==> config.mk <==
export PLATFORM = sky130hd
export DESIGN_NAME = main_datapath
export DESIGN_NICKNAME = d
export VERILOG_FILES = /design/src/rtl/main_datapath.sv
export SDC_FILE = /design/constraint.sdc
export NUM_CORES = 1
export LEC_CHECK = 0
export ABC_CLOCK_PERIOD_IN_PS = 3150
export BUFFER_PORTS_ARGS = -buffer_cell sky130_fd_sc_hd__buf_4
export CAP_MARGIN = 20
export CORE_ASPECT_RATIO = 0.9
export CORE_MARGIN = 1
export CORE_UTILIZATION = 63
export CTS_CLUSTER_SIZE = 14
export DETAILED_ROUTE_END_ITERATION = 7
export PLACE_DENSITY = 0.81
export RECOVER_POWER = 100
export SLEW_MARGIN = 20
export SYNTH_ARGS = -nofsm -noshare
export SYNTH_HDL_FRONTEND = slang
export SYNTH_SLANG_ARGS = --single-unit
==> constraint.sdc <==
create_clock -name clk -period 3.15 [get_ports clk]
set_input_delay 0.4725 -clock clk [delete_from_list [all_inputs] [get_ports clk]]
set_output_delay 0.4725 -clock clk [all_outputs]
set_load 0.005 [all_outputs]
==> src/rtl/main_datapath.sv <==
// main_datapath
//   UART-driven 8-bit ALU for board bring-up. A 3-byte command frame
//   (opcode, A, B) arrives on the RX pin. The registered ALU result goes
//   back out on the TX pin, and status is shown on LEDs and flags.
//
// Ports
//   clk              system clock, all logic on its rising edge
//   reset            synchronous active-low reset
//   uartRxPin        UART RX, 8N1, LSB first, idle high, asynchronous
//   uartTxPin        UART TX, 8N1, LSB first, idle high
//   ALUzero          last result was zero (held until next execute)
//   ALUOverflow      signed overflow of last ADD/SUB (held until next execute)
//   ledIdle          waiting for an opcode and no RX start bit in progress
//   sentFlag         one-cycle pulse after the result stop bit completes
//   notStartUartTx   active-low one-cycle TX start strobe
//   ledDataAvailable result latched and not yet fully transmitted
//   sendCounter      number of result bytes sent, wraps at 256
//
// Control FSM
//   state    | meaning
//   WAIT_OP  | waiting for opcode byte
//   WAIT_A   | waiting for operand A
//   WAIT_B   | waiting for operand B
//   EXEC     | result and flags registered, data available
//   START_TX | start strobe low, TX shifter loads result
//   WAIT_TX  | result byte being shifted out
module main_datapath #(
  parameter int CLKS_PER_BIT = 868
) (
  input  logic       clk,
  input  logic       reset,
  input  logic       uartRxPin,
  output logic       uartTxPin,
  output logic       ALUzero,
  output logic       ALUOverflow,
  output logic       ledIdle,
  output logic       sentFlag,
  output logic       notStartUartTx,
  output logic       ledDataAvailable,
  output logic [7:0] sendCounter
);

  localparam int CW = $clog2(CLKS_PER_BIT);
  localparam logic [CW-1:0] BIT_LAST  = CW'(CLKS_PER_BIT - 1);
  localparam logic [CW-1:0] HALF_LAST = CW'(CLKS_PER_BIT / 2 - 1);

  typedef enum logic [1:0] {RX_IDLE, RX_START, RX_DATA, RX_STOP} rx_state_t;
  typedef enum logic [2:0] {WAIT_OP, WAIT_A, WAIT_B, EXEC, START_TX, WAIT_TX} ctl_state_t;

  // RX
  rx_state_t     r_rx_state;
  logic          r_rx_sync1;
  logic          r_rx_sync2;
  logic          r_rx_sync3;
  logic [CW-1:0] r_rx_cnt;
  logic [2:0]    r_rx_idx;
  logic [7:0]    r_rx_shift;
  logic          r_rx_done;
  logic          r_rx_err;

  // control
  ctl_state_t    r_state;
  logic [7:0]    r_op;
  logic [7:0]    r_a;
  logic [7:0]    r_result;
  logic          r_zero;
  logic          r_ovf;
  logic          r_lda;
  logic          r_sent;
  logic          r_nstart;
  logic [7:0]    r_send_cnt;

  // TX
  logic          r_tx_busy;
  logic          r_tx_pin;
  logic [8:0]    r_tx_shift;
  logic [3:0]    r_tx_left;
  logic [CW-1:0] r_tx_cnt;

  logic [7:0]    w_b;
  logic [7:0]    w_add;
  logic [7:0]    w_sub;
  logic [7:0]    w_alu_res;
  logic          w_alu_ovf;
  logic          w_tx_done;

  // The received byte stays in the shifter until the next data bit, so it
  // is still valid in the cycle rx_done is high.
  assign w_b   = r_rx_shift;
  assign w_add = r_a + w_b;
  assign w_sub = r_a - w_b;

  // Operand B feeds the ALU straight from the receiver so the result and
  // flags are already registered while the FSM sits in EXEC.
  always_comb begin
    w_alu_res = 8'h00;
    w_alu_ovf = 1'b0;
    if (r_op[7:3] == 5'd0) begin
      case (r_op[2:0])
        3'd0: begin
          w_alu_res = w_add;
          w_alu_ovf = (r_a[7] == w_b[7]) && (w_add[7] != r_a[7]);
        end
        3'd1: begin
          w_alu_res = w_sub;
          w_alu_ovf = (r_a[7] != w_b[7]) && (w_sub[7] != r_a[7]);
        end
        3'd2:    w_alu_res = r_a & w_b;
        3'd3:    w_alu_res = r_a | w_b;
        3'd4:    w_alu_res = r_a ^ w_b;
        3'd5:    w_alu_res = $unsigned($signed(r_a) >>> w_b[2:0]);
        3'd6:    w_alu_res = r_a >> w_b[2:0];
        default: w_alu_res = ~(r_a | w_b);
      endcase
    end
  end

  // Receiver. Start is a falling edge on the synchronized line so a frame
  // that ends with a low stop bit cannot immediately retrigger.
  always_ff @(posedge clk) begin
    if (!reset) begin
      r_rx_sync1 <= 1'b1;
      r_rx_sync2 <= 1'b1;
      r_rx_sync3 <= 1'b1;
      r_rx_state <= RX_IDLE;
      r_rx_cnt   <= '0;
      r_rx_idx   <= '0;
      r_rx_shift <= '0;
      r_rx_done  <= 1'b0;
      r_rx_err   <= 1'b0;
    end else begin
      r_rx_sync1 <= uartRxPin;
      r_rx_sync2 <= r_rx_sync1;
      r_rx_sync3 <= r_rx_sync2;
      r_rx_done  <= 1'b0;
      r_rx_err   <= 1'b0;
      case (r_rx_state)
        RX_IDLE: begin
          if (r_rx_sync3 && !r_rx_sync2) begin
            r_rx_state <= RX_START;
            r_rx_cnt   <= HALF_LAST;
          end
        end
        RX_START: begin
          if (r_rx_cnt == '0) begin
            if (!r_rx_sync2) begin
              r_rx_state <= RX_DATA;
              r_rx_cnt   <= BIT_LAST;
              r_rx_idx   <= '0;
            end else begin
              r_rx_state <= RX_IDLE;
            end
          end else begin
            r_rx_cnt <= r_rx_cnt - 1'b1;
          end
        end
        RX_DATA: begin
          if (r_rx_cnt == '0) begin
            r_rx_shift <= {r_rx_sync2, r_rx_shift[7:1]};
            r_rx_cnt   <= BIT_LAST;
            if (r_rx_idx == 3'd7) begin
              r_rx_state <= RX_STOP;
            end else begin
              r_rx_idx <= r_rx_idx + 3'd1;
            end
          end else begin
            r_rx_cnt <= r_rx_cnt - 1'b1;
          end
        end
        RX_STOP: begin
          if (r_rx_cnt == '0) begin
            if (r_rx_sync2) begin
              r_rx_done <= 1'b1;
            end else begin
              r_rx_err <= 1'b1;
            end
            r_rx_state <= RX_IDLE;
          end else begin
            r_rx_cnt <= r_rx_cnt - 1'b1;
          end
        end
        default: r_rx_state <= RX_IDLE;
      endcase
    end
  end

  // Last cycle of the stop bit.
  assign w_tx_done = r_tx_busy && (r_tx_cnt == '0) && (r_tx_left == 4'd0);

  always_ff @(posedge clk) begin
    if (!reset) begin
      r_state    <= WAIT_OP;
      r_op       <= 8'h00;
      r_a        <= 8'h00;
      r_result   <= 8'h00;
      r_zero     <= 1'b0;
      r_ovf      <= 1'b0;
      r_lda      <= 1'b0;
      r_sent     <= 1'b0;
      r_nstart   <= 1'b1;
      r_send_cnt <= 8'h00;
    end else begin
      r_sent   <= 1'b0;
      r_nstart <= 1'b1;
      case (r_state)
        WAIT_OP: begin
          if (r_rx_done) begin
            r_op    <= w_b;
            r_state <= WAIT_A;
          end
        end
        WAIT_A: begin
          if (r_rx_done) begin
            r_a     <= w_b;
            r_state <= WAIT_B;
          end else if (r_rx_err) begin
            r_state <= WAIT_OP;
          end
        end
        WAIT_B: begin
          if (r_rx_done) begin
            r_result <= w_alu_res;
            r_zero   <= (w_alu_res == 8'h00);
            r_ovf    <= w_alu_ovf;
            r_lda    <= 1'b1;
            r_state  <= EXEC;
          end else if (r_rx_err) begin
            r_state <= WAIT_OP;
          end
        end
        EXEC: begin
          r_nstart <= 1'b0;
          r_state  <= START_TX;
        end
        START_TX: r_state <= WAIT_TX;
        WAIT_TX: begin
          if (w_tx_done) begin
            r_sent     <= 1'b1;
            r_send_cnt <= r_send_cnt + 8'd1;
            r_lda      <= 1'b0;
            r_state    <= WAIT_OP;
          end
        end
        default: r_state <= WAIT_OP;
      endcase
    end
  end

  // Transmitter: start bit goes out on load, then 8 data bits and the stop
  // bit from the shifter.
  always_ff @(posedge clk) begin
    if (!reset) begin
      r_tx_busy  <= 1'b0;
      r_tx_pin   <= 1'b1;
      r_tx_shift <= '0;
      r_tx_left  <= 4'd0;
      r_tx_cnt   <= '0;
    end else if (r_state == START_TX) begin
      r_tx_busy  <= 1'b1;
      r_tx_pin   <= 1'b0;
      r_tx_shift <= {1'b1, r_result};
      r_tx_left  <= 4'd9;
      r_tx_cnt   <= BIT_LAST;
    end else if (r_tx_busy) begin
      if (r_tx_cnt == '0) begin
        if (r_tx_left == 4'd0) begin
          r_tx_busy <= 1'b0;
          r_tx_pin  <= 1'b1;
        end else begin
          r_tx_pin   <= r_tx_shift[0];
          r_tx_shift <= {1'b0, r_tx_shift[8:1]};
          r_tx_left  <= r_tx_left - 4'd1;
          r_tx_cnt   <= BIT_LAST;
        end
      end else begin
        r_tx_cnt <= r_tx_cnt - 1'b1;
      end
    end
  end

  assign uartTxPin        = r_tx_pin;
  assign ALUzero          = r_zero;
  assign ALUOverflow      = r_ovf;
  assign ledIdle          = (r_state == WAIT_OP) && (r_rx_state == RX_IDLE);
  assign sentFlag         = r_sent;
  assign notStartUartTx   = r_nstart;
  assign ledDataAvailable = r_lda;
  assign sendCounter      = r_send_cnt;

endmodule

==> metrics.md <==
| Metric | Value |
|---|---|
| Outcome | `complete, but fails checks` |
| Failing checks | `max-capacitance violations, max-slew violations` |
| Syn Inst Count | `711` |
| CTS tree | `yes` |
| Final hold viol count | `0` |
| Worst slew margin | `-3.130%` |
| # fillers | `742` |
| CTS Root Buffer Type | `clkbuf_8` |
| PortBufs | `17` |
| Max Slew Vio Count | `33` |
| Placed cells | `between 800 and 900` |
| Post-synth ARST share | `0%` |
| Crit-path max FO | `7` |
| Drt wl/cell | `approximately 17 µm` |
| Synthesized area | `roughly 5800 µm²` |
| Count of max-cap constraint violations | `1` |
| Final min period | `between 2000 and 3000 ps` |
| Top cells by area, synth | `dfxtp_1 (32%), ha_1 (7.4%), nand2_1 (5.5%)` |
| GR Overflow Total | `0` |
| # diodes | `0` |
| Post-CTS resize count | `0` |
| Seq/Total Area, Yosys | `32.26%` |
| Crit Reg-Reg Endpoint | `ALUzero` |
| Crit path from | `r_a[1]` |
| WP data arrival | `between 3000 and 4000 ps` |
| DRC | `0` |
| CP endpoint | `ALUzero` |
| Setup WS post-layout | `between 150 and 200 ps` |
| Final GP Congestion | `approximately 0.97` |
| Core area | `between 8000 and 9000 µm²` |
| Tcrit/Tclk final | `around 94%` |
| First-pass GRT wire length | `23380 µm` |
| Maximum VDD drop | `roughly 0.36 mV` |
| Number of vias per cell | `between 6 and 7` |
| Clock Latency Late Sink | `about 370 ps` |
| Setup_tns | `0 ps` |
| Largest net degree at the start of global routing | `61` |
| Endpoint type of the worst setup path | `register` |
| Num ports | `18` |
| Total track usage | `a little under a third` |
| Die Y | `about 93 µm` |
| Multi-input gate area | `roughly 3500 µm²` |
| Crit Path Category | `reg -> reg` |
| Sink Count | `93` |
| Required time of the critical path | `between 3000 and 4000 ps` |
| Initial DRT Pass Iterations | `5` |
| Worst reg-to-reg setup slack | `slightly below 200 ps` |
| RR Startpoint | `r_a[1]` |
| Final wirelength | `~14000 µm` |
| DRT iter0 DRCs | `404` |
| Routed via count | `5248` |
| EDFF count, synth | `0` |
| Hold Crit Depth | `2` |
| Count leader, synth | `dfxtp_1` |
| Pwr Density | `374.3 nW/µm²` |
| Reg2Reg Depth | `9` |
| Vias in the first global route | `roughly 4900` |
| Max clock buf depth | `2` |
| Postcts setup bufs | `0` |
| Clk pin slew, worst setup/hold paths | `approximately 80 ps` |
| CTS Buf Count | `9` |
| Min-delay worst type | `in -> reg` |
| Final Util | `70.76%` |
| Worst Clk Skew | `about 14 ps` |
| Setup crit start kind | `register` |
| Detail Placement HPWL | `between 10000 and 15000 µm` |
| Yosys reg bits | `a little over 90` |
| Syn_nets | `750` |
| Starting density of the core | `about 66%` |
| Hold-fix buffers, CTS | `0` |
| Antenna violations before repair | `0` |
| F_max | `about 340 MHz` |
| Finish-stage setup viols | `0` |
| Synth warn | `0` |
| Pre-CTS setup slack | `around 330 ps` |
| Static leakage | `around 2.4 nW` |
| Die width | `just over 100 µm` |
| Area Overhead vs Synth | `7.025%` |
| Sequential Area | `around 1900 µm²` |
| Nets | `760` |
| Area leader, netlist | `dfxtp_1` |
| Prevailing post-synth register cell | `dfxtp_1` |
| Synth top cells by count | `dfxtp_1 (93), nand2_1 (84), nor2_1 (67)` |
| Fraction of layout cells with a size suffix above 1 | `9.229%` |
| Antenna viol nets, final | `0` |
| Yosys top cell area share | `32.26%` |
| Distinct cells, synth | `between 70 and 80` |
| Finished Layout Cells | `between 800 and 900` |
| RSZ-0062 raised after global routing | `no` |
| Row cnt | `32` |
| H-tree Lvls | `3` |
| Final Total Pwr | `2.311 mW` |
| Worst Max-Slew Pin Slew | `between 1500 and 2000 ps` |
| Avg Cell Area, Syn | `a little over 8 µm²` |
| Die ar. | `between 9000 and 10000 µm²` |
where the power goes:
part           switching (mW)  internal (mW)
clock network           0.415          0.390
registers              0.0171           1.19
logic                   0.199         0.0957
cell usage in the layout (no fill, tap or decap), types with 12 or more instances in the layout:
| cell | Yosys | layout |
|---|---|---|
| mux2i_1 | 23 | 23 |
| o21ai_0 | 23 | 23 |
| inv_1 | 41 | 41 |
| nor3_1 | 14 | 17 |
| clkbuf_4 | 0 | 14 |
| buf_4 | 2 | 22 |
| nor2b_1 | 13 | 13 |
| nand2_1 | 84 | 84 |
| ha_1 | 34 | 34 |
| nand3_1 | 24 | 24 |
| dfxtp_1 | 93 | 93 |
| a21oi_1 | 51 | 52 |
| nor2_1 | 67 | 67 |
| a211oi_1 | 12 | 12 |
| xnor2_1 | 15 | 15 |
through the flow:
step	hold WS, ps	area, µm²
global placement	395.4	6040
detailed placement	402.0	6040
finish	281.6	6176
floorplan	386.3	5771
global route	262.0	6176
CTS	269.7	6233
state kept, by name (all words and copies together), names as in the netlist, 3 cells and up, named ones only:
name and cells:
r_tx_cnt 10, r_op 8, r_state 3, r_rx_cnt 10
r_result 8, r_tx_left 4, r_a 8, r_rx_idx 3
r_tx_shift 9, r_rx_shift 8, sendCounter 8
cell families after synthesis:
logic type	count (synthesis)	share of synthesized area [%]
AO/OA/AOI/OAI	168	19.67
XOR/XNOR	22	3.339
adder cells (fa/ha/maj)	36	8.066
buffers and inverters	81	5.594
flip-flops	93	32.26
multiplexers	29	6.136
AND/OR/NAND/NOR	282	24.94
how the worst min path moves through the flow:
stage	from	endpoint	slack, ps
after floorplan	r_rx_sync1	r_rx_sync2	390
after global placement	r_rx_sync1	r_rx_sync2	400
after detailed placement	r_rx_sync1	r_rx_sync2	400
after CTS	uartRxPin	r_rx_sync1	270
after global routing	uartRxPin	r_rx_sync1	260
final	uartRxPin	r_rx_sync1	280
cell type report:
| cell class | instances | area share (%) |
|---|---|---|
| multi-input cells | 537 | 57.25 |
| flip-flops and latches | 93 | 30.15 |
| repair buffers | 38 | 4.498 |
| inverters | 42 | 2.553 |
| clock buffers | 13 | 2.411 |
| well taps | 119 | 2.411 |
| clock inverters | 3 | 0.7293 |
worst max-delay path: stages (launching register included):
cell	delay, ps
dfxtp_1	500
inv_1	140
fa_1	450
or3_1	390
and3_1	200
xor2_1	150
a211oi_1	400
o22ai_1	150
nor4_1	310
a41o_1	210
layer usage:
layer	vias to the layer above	track usage, %	part of all wire (%)
met5	-	0	0
met4	0	10.09	2.1
met3	35	10.34	8.9
met2	211	48.06	44
met1	2458	42.02	45
li1	2544	-	-
Power figures use the tool's default switching activity.
